==> src/rtl/l2_bus_pkg.sv <==
// Shared types and constants for the L2 port arbiter and its helpers.
package l2_bus_pkg;

    localparam int unsigned ADDR_W_DEF = 24;
    localparam int unsigned DATA_W_DEF = 8;

    // One-hot ownership of the downstream port.
    localparam logic [1:0] GRANT_NONE = 2'b00;
    localparam logic [1:0] GRANT_S0   = 2'b01;
    localparam logic [1:0] GRANT_S1   = 2'b10;

    typedef enum logic [2:0] {
        IDLE,
        BUSY,
        DONE,
        ERR,
        RELEASE
    } state_e;

endpackage

==> src/rtl/rr_pick2.sv <==
// Two-way round-robin pick: one-hot winner among two requests given a preference bit.
module rr_pick2
    import l2_bus_pkg::*;
(
    input  logic       req0,
    input  logic       req1,
    input  logic       prefer1,
    output logic [1:0] win,
    output logic       valid
);

    // Requester 0 wins when alone or when it is the preferred side of a tie.
    always_comb begin
        // NOTE: every output of a combinational block gets a default first, so no path can infer a latch.
        win = GRANT_NONE;
        if (req0 && (!req1 || !prefer1)) begin
            win = GRANT_S0;
        end else if (req1) begin
            win = GRANT_S1;
        end
        valid = req0 | req1;
    end

endmodule

==> src/rtl/l2_port_arbiter.sv <==
// Round-robin arbiter sharing one ce/rw/RDY memory port between two requesters,
// with a watchdog that aborts transactions the downstream never acknowledges.
module l2_port_arbiter
    import l2_bus_pkg::*;
#(
    parameter int unsigned ADDR_W  = ADDR_W_DEF,
    parameter int unsigned DATA_W  = DATA_W_DEF,
    parameter int unsigned TIMEOUT = 1024
) (
    input  logic              clk,
    input  logic              rst_n,
    input  logic              s0_ce,
    input  logic              s0_rw,
    input  logic [ADDR_W-1:0] s0_addr,
    input  logic [DATA_W-1:0] s0_wdata,
    output logic [DATA_W-1:0] s0_rdata,
    output logic              s0_rdy,
    input  logic              s1_ce,
    input  logic              s1_rw,
    input  logic [ADDR_W-1:0] s1_addr,
    input  logic [DATA_W-1:0] s1_wdata,
    output logic [DATA_W-1:0] s1_rdata,
    output logic              s1_rdy,
    output logic              m_ce,
    output logic              m_rw,
    output logic [ADDR_W-1:0] m_addr,
    output logic [DATA_W-1:0] m_wdata,
    input  logic [DATA_W-1:0] m_rdata,
    input  logic              m_rdy,
    output logic [1:0]        grant,
    output logic              timeout_err
);

    // Watchdog is sized to hold TIMEOUT; a disabled watchdog keeps a 1-bit idle counter.
    localparam int unsigned        WD_W    = (TIMEOUT > 0) ? $clog2(TIMEOUT + 1) : 1;
    localparam logic [WD_W-1:0]    WD_LAST = WD_W'((TIMEOUT > 0) ? TIMEOUT - 1 : 0);
    localparam logic [WD_W-1:0]    WD_MAX  = '1;

    state_e            state_q;
    state_e            state_d;
    logic              prefer1_q;
    logic [WD_W-1:0]   wd_cnt_q;
    logic [1:0]        win;
    logic              win_valid;
    logic              own_ce;
    logic              wd_fire;
    logic              rly_rdy;
    logic [DATA_W-1:0] rly_data;

    rr_pick2 u_pick (
        .req0    (s0_ce),
        .req1    (s1_ce),
        .prefer1 (prefer1_q),
        .win     (win),
        .valid   (win_valid)
    );

    assign own_ce  = (grant[0] & s0_ce) | (grant[1] & s1_ce);
    assign wd_fire = (TIMEOUT != 0) && (wd_cnt_q == WD_LAST) && !m_rdy;

    // State register.
    always_ff @(posedge clk or negedge rst_n) begin
        // NOTE: sequential state uses non-blocking (<=) so every flop samples pre-edge values.
        if (!rst_n) begin
            state_q <= IDLE;
        end else begin
            state_q <= state_d;
        end
    end

    // Next-state logic for the transaction life cycle.
    always_comb begin
        state_d = state_q;
        unique case (state_q)
            IDLE:    if (win_valid) state_d = BUSY;
            BUSY:    if (m_rdy) state_d = DONE;
                     else if (wd_fire) state_d = ERR;
            DONE:    if (!m_rdy) state_d = DONE == DONE ? RELEASE : RELEASE;
            ERR:     state_d = RELEASE;
            RELEASE: if (!own_ce) state_d = IDLE;
            default: state_d = IDLE;
        endcase
    end

    // Downstream request registers, ownership, round-robin pointer and watchdog.
    always_ff @(posedge clk or negedge rst_n) begin
        if (!rst_n) begin
            m_ce      <= 1'b0;
            m_rw      <= 1'b0;
            m_addr    <= '0;
            m_wdata   <= '0;
            grant     <= GRANT_NONE;
            prefer1_q <= 1'b0;
            wd_cnt_q  <= '0;
        end else begin
            m_ce <= (state_d == BUSY) || (state_d == DONE);
            if (state_q == IDLE && win_valid) begin
                grant    <= win;
                m_rw     <= win[1] ? s1_rw    : s0_rw;
                m_addr   <= win[1] ? s1_addr  : s0_addr;
                m_wdata  <= win[1] ? s1_wdata : s0_wdata;
                wd_cnt_q <= '0;
            end
            if (state_q == BUSY && TIMEOUT != 0 && wd_cnt_q != WD_MAX) begin
                wd_cnt_q <= wd_cnt_q + WD_W'(1);
            end
            if (state_q == RELEASE && !own_ce) begin
                grant     <= GRANT_NONE;
                prefer1_q <= grant[0];
            end
        end
    end

    // Relay ready/data to the owner only: live in DONE, forced ready with zero data in ERR.
    always_comb begin
        rly_rdy  = 1'b0;
        rly_data = '0;
        if (state_q == DONE) begin
            rly_rdy  = m_rdy;
            rly_data = m_rdata;
        end else if (state_q == ERR) begin
            rly_rdy  = 1'b1;
        end
    end

    assign s0_rdy      = grant[0] & rly_rdy;
    assign s1_rdy      = grant[1] & rly_rdy;
    assign s0_rdata    = grant[0] ? rly_data : '0;
    assign s1_rdata    = grant[1] ? rly_data : '0;
    assign timeout_err = (state_q == ERR);

endmodule

==> config.mk <==
export PLATFORM = sky130hd
export DESIGN_NAME = l2_port_arbiter
export DESIGN_NICKNAME = d
export VERILOG_FILES = /design/src/rtl/l2_bus_pkg.sv /design/src/rtl/rr_pick2.sv /design/src/rtl/l2_port_arbiter.sv
export SDC_FILE = /design/constraint.sdc
export NUM_CORES = 1
export LEC_CHECK = 0
export CAP_MARGIN = 25
export CORE_UTILIZATION = 40
export DETAILED_ROUTE_END_ITERATION = 10
export GPL_ROUTABILITY_DRIVEN = 1
export PLACE_DENSITY = 0.81
export SETUP_SLACK_MARGIN = 0.4
export SLEW_MARGIN = 40
export SYNTH_ARGS = -nofsm -noshare
export SYNTH_HDL_FRONTEND = slang
export SYNTH_SLANG_ARGS = --single-unit
export TNS_END_PERCENT = 1
==> constraint.sdc <==
create_clock -name clk -period 2 [get_ports clk]
set_input_delay 0.5 -clock clk [delete_from_list [all_inputs] [get_ports clk]]
set_output_delay 0.5 -clock clk [all_outputs]
set_load 0.03 [all_outputs]
==> out/summary.txt, run 1 <==
=======================================================================================
Max Transition Viols Final                                                            0
Final wirelength                                                                7.34 mm
Number of hold violations in the final report                                         0
Global-route congestion overflow total                                                0
Die footprint                                                                 6850 um^2
Buffers from clock root to sink, at most                                              2
Horiz. Die Dim                                                                  82.7 um
Nets in the synthesized netlist                                                     343
Fraction of power spent switching nets                                            47.8%
Net switching power                                                             3.02 mW
Placed cell area                                                              4150 um^2
Area of the mapped netlist                                                    2610 um^2
Utilization of the core after routing                                             73.5%
Buffers and inverters on the worst path                                               2
Total negative slack                                                        -0.00216 ns
GRT Resource Usage Total                                                          21.4%
Number of buffers added on ports                                                    133
Half-perimeter wire length of the detailed placement result                     5.20 mm
Final Worst Setup Slack                                                     -0.00216 ns
Number of max-cap violations                                                          0
CP max-delay cell                                                          sky130_fd_sc_hd__dfrtp_1
Number of standard cells after synthesis                                            263
Part of the cycle the worst path needs                                             100%
Sequence of cells on the critical path                                     nand2b_4, nor3b_4, buf_6, and2_4, buf_6
Drt pass-1 iters                                                                      6
Met3 track utilization from global routing                                        7.36%
Num rows                                                                             29
Setup repair after global routing missed its margin                                true
Number of antenna violations at the first check in global routing                     0
Number of enable-type register cells in the synthesized netlist                       0
Non-filler cells, final                                                             489
Total instance count after detailed placement                                       473
Met2 GRT Util                                                                     38.4%
Area growth, synth to finish                                                      77.9%
Part of the total power dissipated in sequential elements                         29.5%
Worst vdd rail ir drop                                                         0.927 mV
Slew at the pin closest to its max-slew limit                                  0.614 ns
Startpoint-to-endpoint class of the critical path                            reg -> out
Clock power share                                                                  9.6%
Worst slack at placement                                                      -0.284 ns
Number of inserted filler cells in the final layout                                 444
Antenna diode instance count                                                          0
Avg Cell Area, Syn                                                            9.91 um^2
Later-pin clock latency in the skew report                                      0.31 ns
Largest net degree at the start of global routing                                    68
TritonCTS Buffers                                                                     5
Worst path top cell family by delay                                        simple AND/OR/NAND/NOR gates
Warnings from Yosys                                                                   0
Post-DR wirelength/cell                                                         15.0 um
Final-layout worst hold slack                                                  0.159 ns
CTS tree                                                                          built
Req. time, crit path                                                            1.50 ns
Normalized max-slew margin                                                        58.9%
Tot Pwr                                                                         6.31 mW
Vias post-DR                                                                       2558
Most instantiated flip-flop cell in the synthesis netlist                  sky130_fd_sc_hd__dfrtp_1
Run status                                                                 complete, but fails checks
Power density over the cells                                               1360 nW/um^2
Final instance area                                                           4640 um^2
Number of nets with antenna violations after routing                                  0
Clk sink count                                                                       51
Met1 track demand over resource                                                   22.5%
Clock transition at the registers of the reported paths                         0.10 ns
Die outline height                                                              82.7 um
DRC violation count after routing                                                     0
Number of distinct standard cells referenced by the synthesized netlist              45
Kind of start point of the critical path                                           flop
Cell chosen for the clock root                                             sky130_fd_sc_hd__clkbuf_8
Share of the yosys chip area belonging to registers                               48.9%
Max stage delay on crit path                                                    0.40 ns
Wire length of the first global-routing pass                                    10.9 mm
Top cell type's share of synthesized area                                         48.9%
Final setup violation count                                                           1
Period minus WS final                                                           2.00 ns
Biggest area contributors in the synthesized netlist                       sky130_fd_sc_hd__dfrtp_1 49%, sky130_fd_sc_hd__mux2i_1 13%, sky130_fd_sc_hd__o21ai_0 7.1%
Detail-routed via count per cell                                                   5.23
Number of violations reported at the end of detailed-routing iteration 0             96
Cell accounting for the most synthesized area                              sky130_fd_sc_hd__dfrtp_1
GPL Wtd Cong                                                                      0.817
Part of the total power dissipated in combinational logic                         60.9%
Failing checks                                                             negative setup slack
Starting density of the core                                                      41.3%
Clock tree skew after final layout                                           0.00681 ns
Endpoint arrival time on the critical path                                      1.50 ns
Max Fanout on Critical Path                                                           8
Share of final-layout standard cells stronger than drive strength 1               44.4%
Kind of end point of the critical path                                     primary output
Hold buffer count at cts                                                              0
Floorplan Core Area                                                           6310 um^2
Leakage Power                                                                   2.19 nW
CP dominant cell by count                                                  sky130_fd_sc_hd__buf_6
Ys async rst share                                                                 100%
Synth Register Bits                                                                  51
Top-level port count                                                                134
Via count of the first global-routing pass                                         2489
H-tree Lvls                                                                           2
Hold/Removal Path Class                                                     in -> async
Number of nets at the end of the flow                                               491
Most used routing layer                                                            met2
F_max                                                                         0.499 GHz
Total internal power                                                            3.29 mW
=======================================================================================
[logic make-up after synthesis]
logic type / after synthesis / share of synthesized area [%]
AOI/OAI and AO/OA: 54 / 12.4
adders and majority gates: 1 / 0.480
DFF: 51 / 48.9
muxes: 36 / 14.0
and+or+nand+nor: 100 / 20.1
buffers and inverters: 18 / 3.12
xor gates and xnor gates: 3 / 1.01
[what timing repair did]
item | in CTS | in global routing
endpoints found under the hold margin | 0 | 0
pin swaps | 71 | 64
endpoints found under the setup margin | 104 | 98
gates resized for setup | 170 | 106
buffers inserted | 6 | 2
[cell usage after synthesis (3+ instances only)]
| cell type | number |
|---|---|
| sky130_fd_sc_hd__buf_2 | 5 |
| sky130_fd_sc_hd__and2_1 | 19 |
| sky130_fd_sc_hd__inv_1 | 3 |
| sky130_fd_sc_hd__and3_1 | 3 |
| sky130_fd_sc_hd__mux2_2 | 3 |
| sky130_fd_sc_hd__nand2_1 | 43 |
| sky130_fd_sc_hd__nor3b_1 | 4 |
| sky130_fd_sc_hd__dfrtp_1 | 51 |
| sky130_fd_sc_hd__nor2_1 | 9 |
| sky130_fd_sc_hd__a21oi_1 | 3 |
| sky130_fd_sc_hd__o21ai_0 | 37 |
| sky130_fd_sc_hd__mux2i_1 | 33 |
| sky130_fd_sc_hd__clkbuf_1 | 7 |
| sky130_fd_sc_hd__nand3_1 | 6 |
[cell type report]
class / instances / area [um^2] / share of cell area (%)
multi-input combinational: 194 / 1690 / 36.4
timing repair buffer: 155 / 1470 / 31.6
sequential: 51 / 1280 / 27.7
tap: 77 / 96.3 / 2.08
clock buffer: 5 / 68.8 / 1.48
clock inverter: 3 / 18.8 / 0.405
inverter: 4 / 15.0 / 0.324
[final timing paths]
kind	start	slack, ns	to	cells after the start
max	state_q[2]$_DFF_PN0_	-0.002	s1_rdata[4]	5
min	rst_n	0.16	m_ce$_DFF_PN0_	2
max reg2reg	state_q[2]$_DFF_PN0_	0.05	wd_cnt_q[9]$_DFFE_PN0P_	6
min reg2reg	m_wdata[2]$_DFFE_PN0P_	0.50	m_wdata[2]$_DFFE_PN0P_	2
max in group asynchronous	rst_n	1.59	grant[0]$_DFFE_PN0P_	2
min in group clk	m_wdata[2]$_DFFE_PN0P_	0.50	m_wdata[2]$_DFFE_PN0P_	2
[placed cells by master (no fill, tap or decap), drive strengths merged, types with 2 or more instances in the layout]
cell type,Yosys,routed
inv,4,5
nor2,9,9
clkbuf,7,29
clkdlybuf4s15,0,11
nor3b,5,5
dlygate4sd2,0,3
nor2b,2,2
nand3,7,7
or4,3,3
dfrtp,51,51
nand2,43,43
nor3,2,2
and3,4,4
and2,19,19
mux2i,33,33
xor2,2,2
o41ai,2,2
mux2,3,3
a211o,2,2
buf,7,42
clkinv,0,2
clkdlybuf4s50,0,74
a21oi,3,3
o21ai,38,38
[flip-flops by register name, indices dropped and copies added (netlist names)]
signal and count:
state_q 3, m_rw 1, m_ce 1, m_wdata 8
wd_cnt_q 11, m_addr 24, grant 2, prefer1_q 1
[power groups by stage]
stage / Clock [mW] / Combinational (mW) / Sequential, mW
3_5_place_dp: 0 / 3.28 / 1.76
5_1_grt: 0.656 / 4.11 / 1.92
6_report: 0.606 / 3.84 / 1.86
2_1_floorplan: 0 / 1.28 / 2.40
4_1_cts: 0.614 / 3.53 / 1.79
3_3_place_gp: 0 / 3.19 / 1.75
[routing by layer]
layer / vias up / routed length (um) / part of all wire, %
met2: 121 / 4000 / 55
met3: 15 / 628 / 8.6
met1: 1192 / 2570 / 35
met5: - / 0 / 0
li1: 1230 / - / -
met4: 0 / 136 / 1.9
Power figures use the tool's default switching activity.
==> run 2: changes to the inputs <==
Settings changed: SKIP_CTS_REPAIR_TIMING set to 1.
==> run 2 against run 1 <==
  * The run still ends with negative setup slack left
  * Maximum frequency down 4.5%
  * Cell area decreased by 3.3%
  * First-iteration DRC count shrank 2.1%
  * Sequential power fell by 8%
  * Setup slack worse by 0.095 ns
  * Flip-flop and latch count is the same
  * Largest cell class is now buffers
==> out/summary.txt, run 2 (synthesized netlist as in run 1, its figures left out) <==
=======================================================================================
Run status                                                                 complete, but fails checks
Failing checks                                                             negative setup slack
Number of buffers added on ports                                                    133   unchanged
Most used cells in the layout excluding fill and tap cells                 77 x sky130_fd_sc_hd__clkdlybuf4s50_1, 49 x sky130_fd_sc_hd__dfrtp_1, 42 x sky130_fd_sc_hd__nand2_1
Via count of the first global-routing pass                                         2302   -7.5%
Post-DR wirelength/cell                                                         14.3 um   -4.5%
Endpoint arrival time on the critical path                                      1.60 ns   +0.10 ns
Max Fanout on Critical Path                                                           8   unchanged
Leakage Power                                                                   2.42 nW   +10%
Largest net degree at the start of global routing                                    68   unchanged
Antenna diode instance count                                                          0   unchanged
Num rows                                                                             29   unchanged
DRC violation count after routing                                                     0   unchanged
Part of the cycle the worst path needs                                             105%   +4.7 points
Clock tree skew after final layout                                           0.00469 ns   -0.00212 ns
Half-perimeter wire length of the detailed placement result                     5.20 mm   unchanged
Number of hold violations in the final report                                         0   unchanged
Setup repair after global routing missed its margin                                true
Hold/Removal Path Class                                                     in -> async
Drt pass-1 iters                                                                      4   -2
Cell chosen for the clock root                                             sky130_fd_sc_hd__clkbuf_8
Number of antenna violations at the first check in global routing                     0   unchanged
Clock transition at the registers of the reported paths                         0.09 ns   about the same
Kind of start point of the critical path                                           flop
Area growth, synth to finish                                                      71.9%
Number of nets at the end of the flow                                               489   -0.41%
Clk sink count                                                                       51   unchanged
Horiz. Die Dim                                                                  82.7 um   unchanged
Number of nets with antenna violations after routing                                  0   unchanged
Kind of end point of the critical path                                     primary output
Number of max-cap violations                                                          0   unchanged
Number of inserted filler cells in the final layout                                 491   +11%
GPL Wtd Cong                                                                      0.817   unchanged
Final instance area                                                           4480 um^2   -3.3%
Number of violations reported at the end of detailed-routing iteration 0             94   -2.1%
Most common cell after layout, fill and taps aside                         sky130_fd_sc_hd__clkdlybuf4s50_1
Later-pin clock latency in the skew report                                      0.31 ns   about the same
Placed cell area                                                              4150 um^2   unchanged
Share of final-layout standard cells stronger than drive strength 1               22.2%   -22 points
Final setup violation count                                                          16   +15
Registers with the most flip-flops                                         m_addr x24, wd_cnt_q x11, m_wdata x8
Detail-routed via count per cell                                                   5.10   -2.5%
F_max                                                                         0.477 GHz   -4.5%
Power density over the cells                                               1270 nW/um^2   -6.4%
Period minus WS final                                                           2.10 ns   +0.0948 ns
H-tree Lvls                                                                           2   unchanged
Worst vdd rail ir drop                                                         0.732 mV   -21%
Req. time, crit path                                                            1.50 ns   about the same
Wire length of the first global-routing pass                                    10.0 mm   -8.1%
Final wirelength                                                                6.98 mm   -4.9%
Largest register FFs                                                                 24   unchanged
Startpoint-to-endpoint class of the critical path                            reg -> out
Die footprint                                                                 6850 um^2   unchanged
Vias post-DR                                                                       2485   -2.9%
CTS tree                                                                          built
Final-layout worst hold slack                                                  0.162 ns   +0.00392 ns
Slew at the pin closest to its max-slew limit                                  0.586 ns   -0.0280 ns
Final Worst Setup Slack                                                      -0.0970 ns   -0.0948 ns
Top-level port count                                                                134   unchanged
Starting density of the core                                                      41.3%   unchanged
Total negative slack                                                          -0.773 ns   -0.771 ns
GRT Resource Usage Total                                                          19.5%   -1.8 points
Global-route congestion overflow total                                                0   unchanged
Register name with the most flops                                                m_addr
Max Transition Viols Final                                                            0   unchanged
Floorplan Core Area                                                           6310 um^2   unchanged
Buffers from clock root to sink, at most                                              2   unchanged
Normalized max-slew margin                                                        60.8%   +1.9 points
Die outline height                                                              82.7 um   unchanged
TritonCTS Buffers                                                                     5   unchanged
=======================================================================================
==> run 2: cell type report <==
cell class	count	area (um^2)	share of cell area (%)
timing repair buffer	153	1620	36.1
multi-input combinational	194	1390	30.9
sequential	51	1280	28.5
tap	77	96.3	2.15
clock buffer	5	68.8	1.54
clock inverter	3	18.8	0.419
inverter	4	15.0	0.335
==> run 2: layer usage <==
metal | routed length [um] | track usage (%) | up-vias
met5 | 0 | 0 | -
met4 | 171 | 8.62 | 0
met3 | 570 | 6.92 | 15
met2 | 3670 | 34.1 | 99
met1 | 2570 | 21.2 | 1163
li1 | - | - | 1208
==> run 2: per-stage QoR <==
stage,setup slack (ns),utilization (%),total power [mW],cells
finish,-0.0970,71.0,5.70,487
global route,-0.153,71.0,6.08,487
CTS,-0.257,67.1,5.64,481
detailed placement,-0.284,65.7,5.04,473
global placement,-0.213,65.7,4.94,473
floorplan,0.296,-,3.68,263
==> run 2: final timing paths <==
check	from	end	slack [ns]	depth (start not counted)
max in group asynchronous	rst_n	state_q[0]$_DFF_PN0_	1.59	2
max reg2reg	state_q[2]$_DFF_PN0_	m_addr[2]$_DFFE_PN0P_	-0.01	6
min in group clk	m_addr[11]$_DFFE_PN0P_	m_addr[11]$_DFFE_PN0P_	0.48	2
min	rst_n	m_ce$_DFF_PN0_	0.16	2
min reg2reg	m_addr[11]$_DFFE_PN0P_	m_addr[11]$_DFFE_PN0P_	0.48	2
max	state_q[2]$_DFF_PN0_	s0_rdata[4]	-0.1	4
==> run 2: power breakdown <==
part	internal (mW)	leakage [nW]	switching, mW
registers	1.46	0.639	0.251
clock network	0.247	0.0483	0.343
logic	1.47	1.73	1.94
total	3.17	2.42	2.53
==> run 2: critical path, stage by stage (launching register included) <==
cell and delay [ns]:
sky130_fd_sc_hd__dfrtp_1 0.39, sky130_fd_sc_hd__nand2b_4 0.19, sky130_fd_sc_hd__nor3b_4 0.37, sky130_fd_sc_hd__and2_4 0.22
sky130_fd_sc_hd__buf_6 0.12
==> run 3: changes to the inputs <==
Settings changed: SLEW_MARGIN 40 to not set.
==> results of run 3 <==
The final DEF is identical to that of run 2; final timing and power are the same.
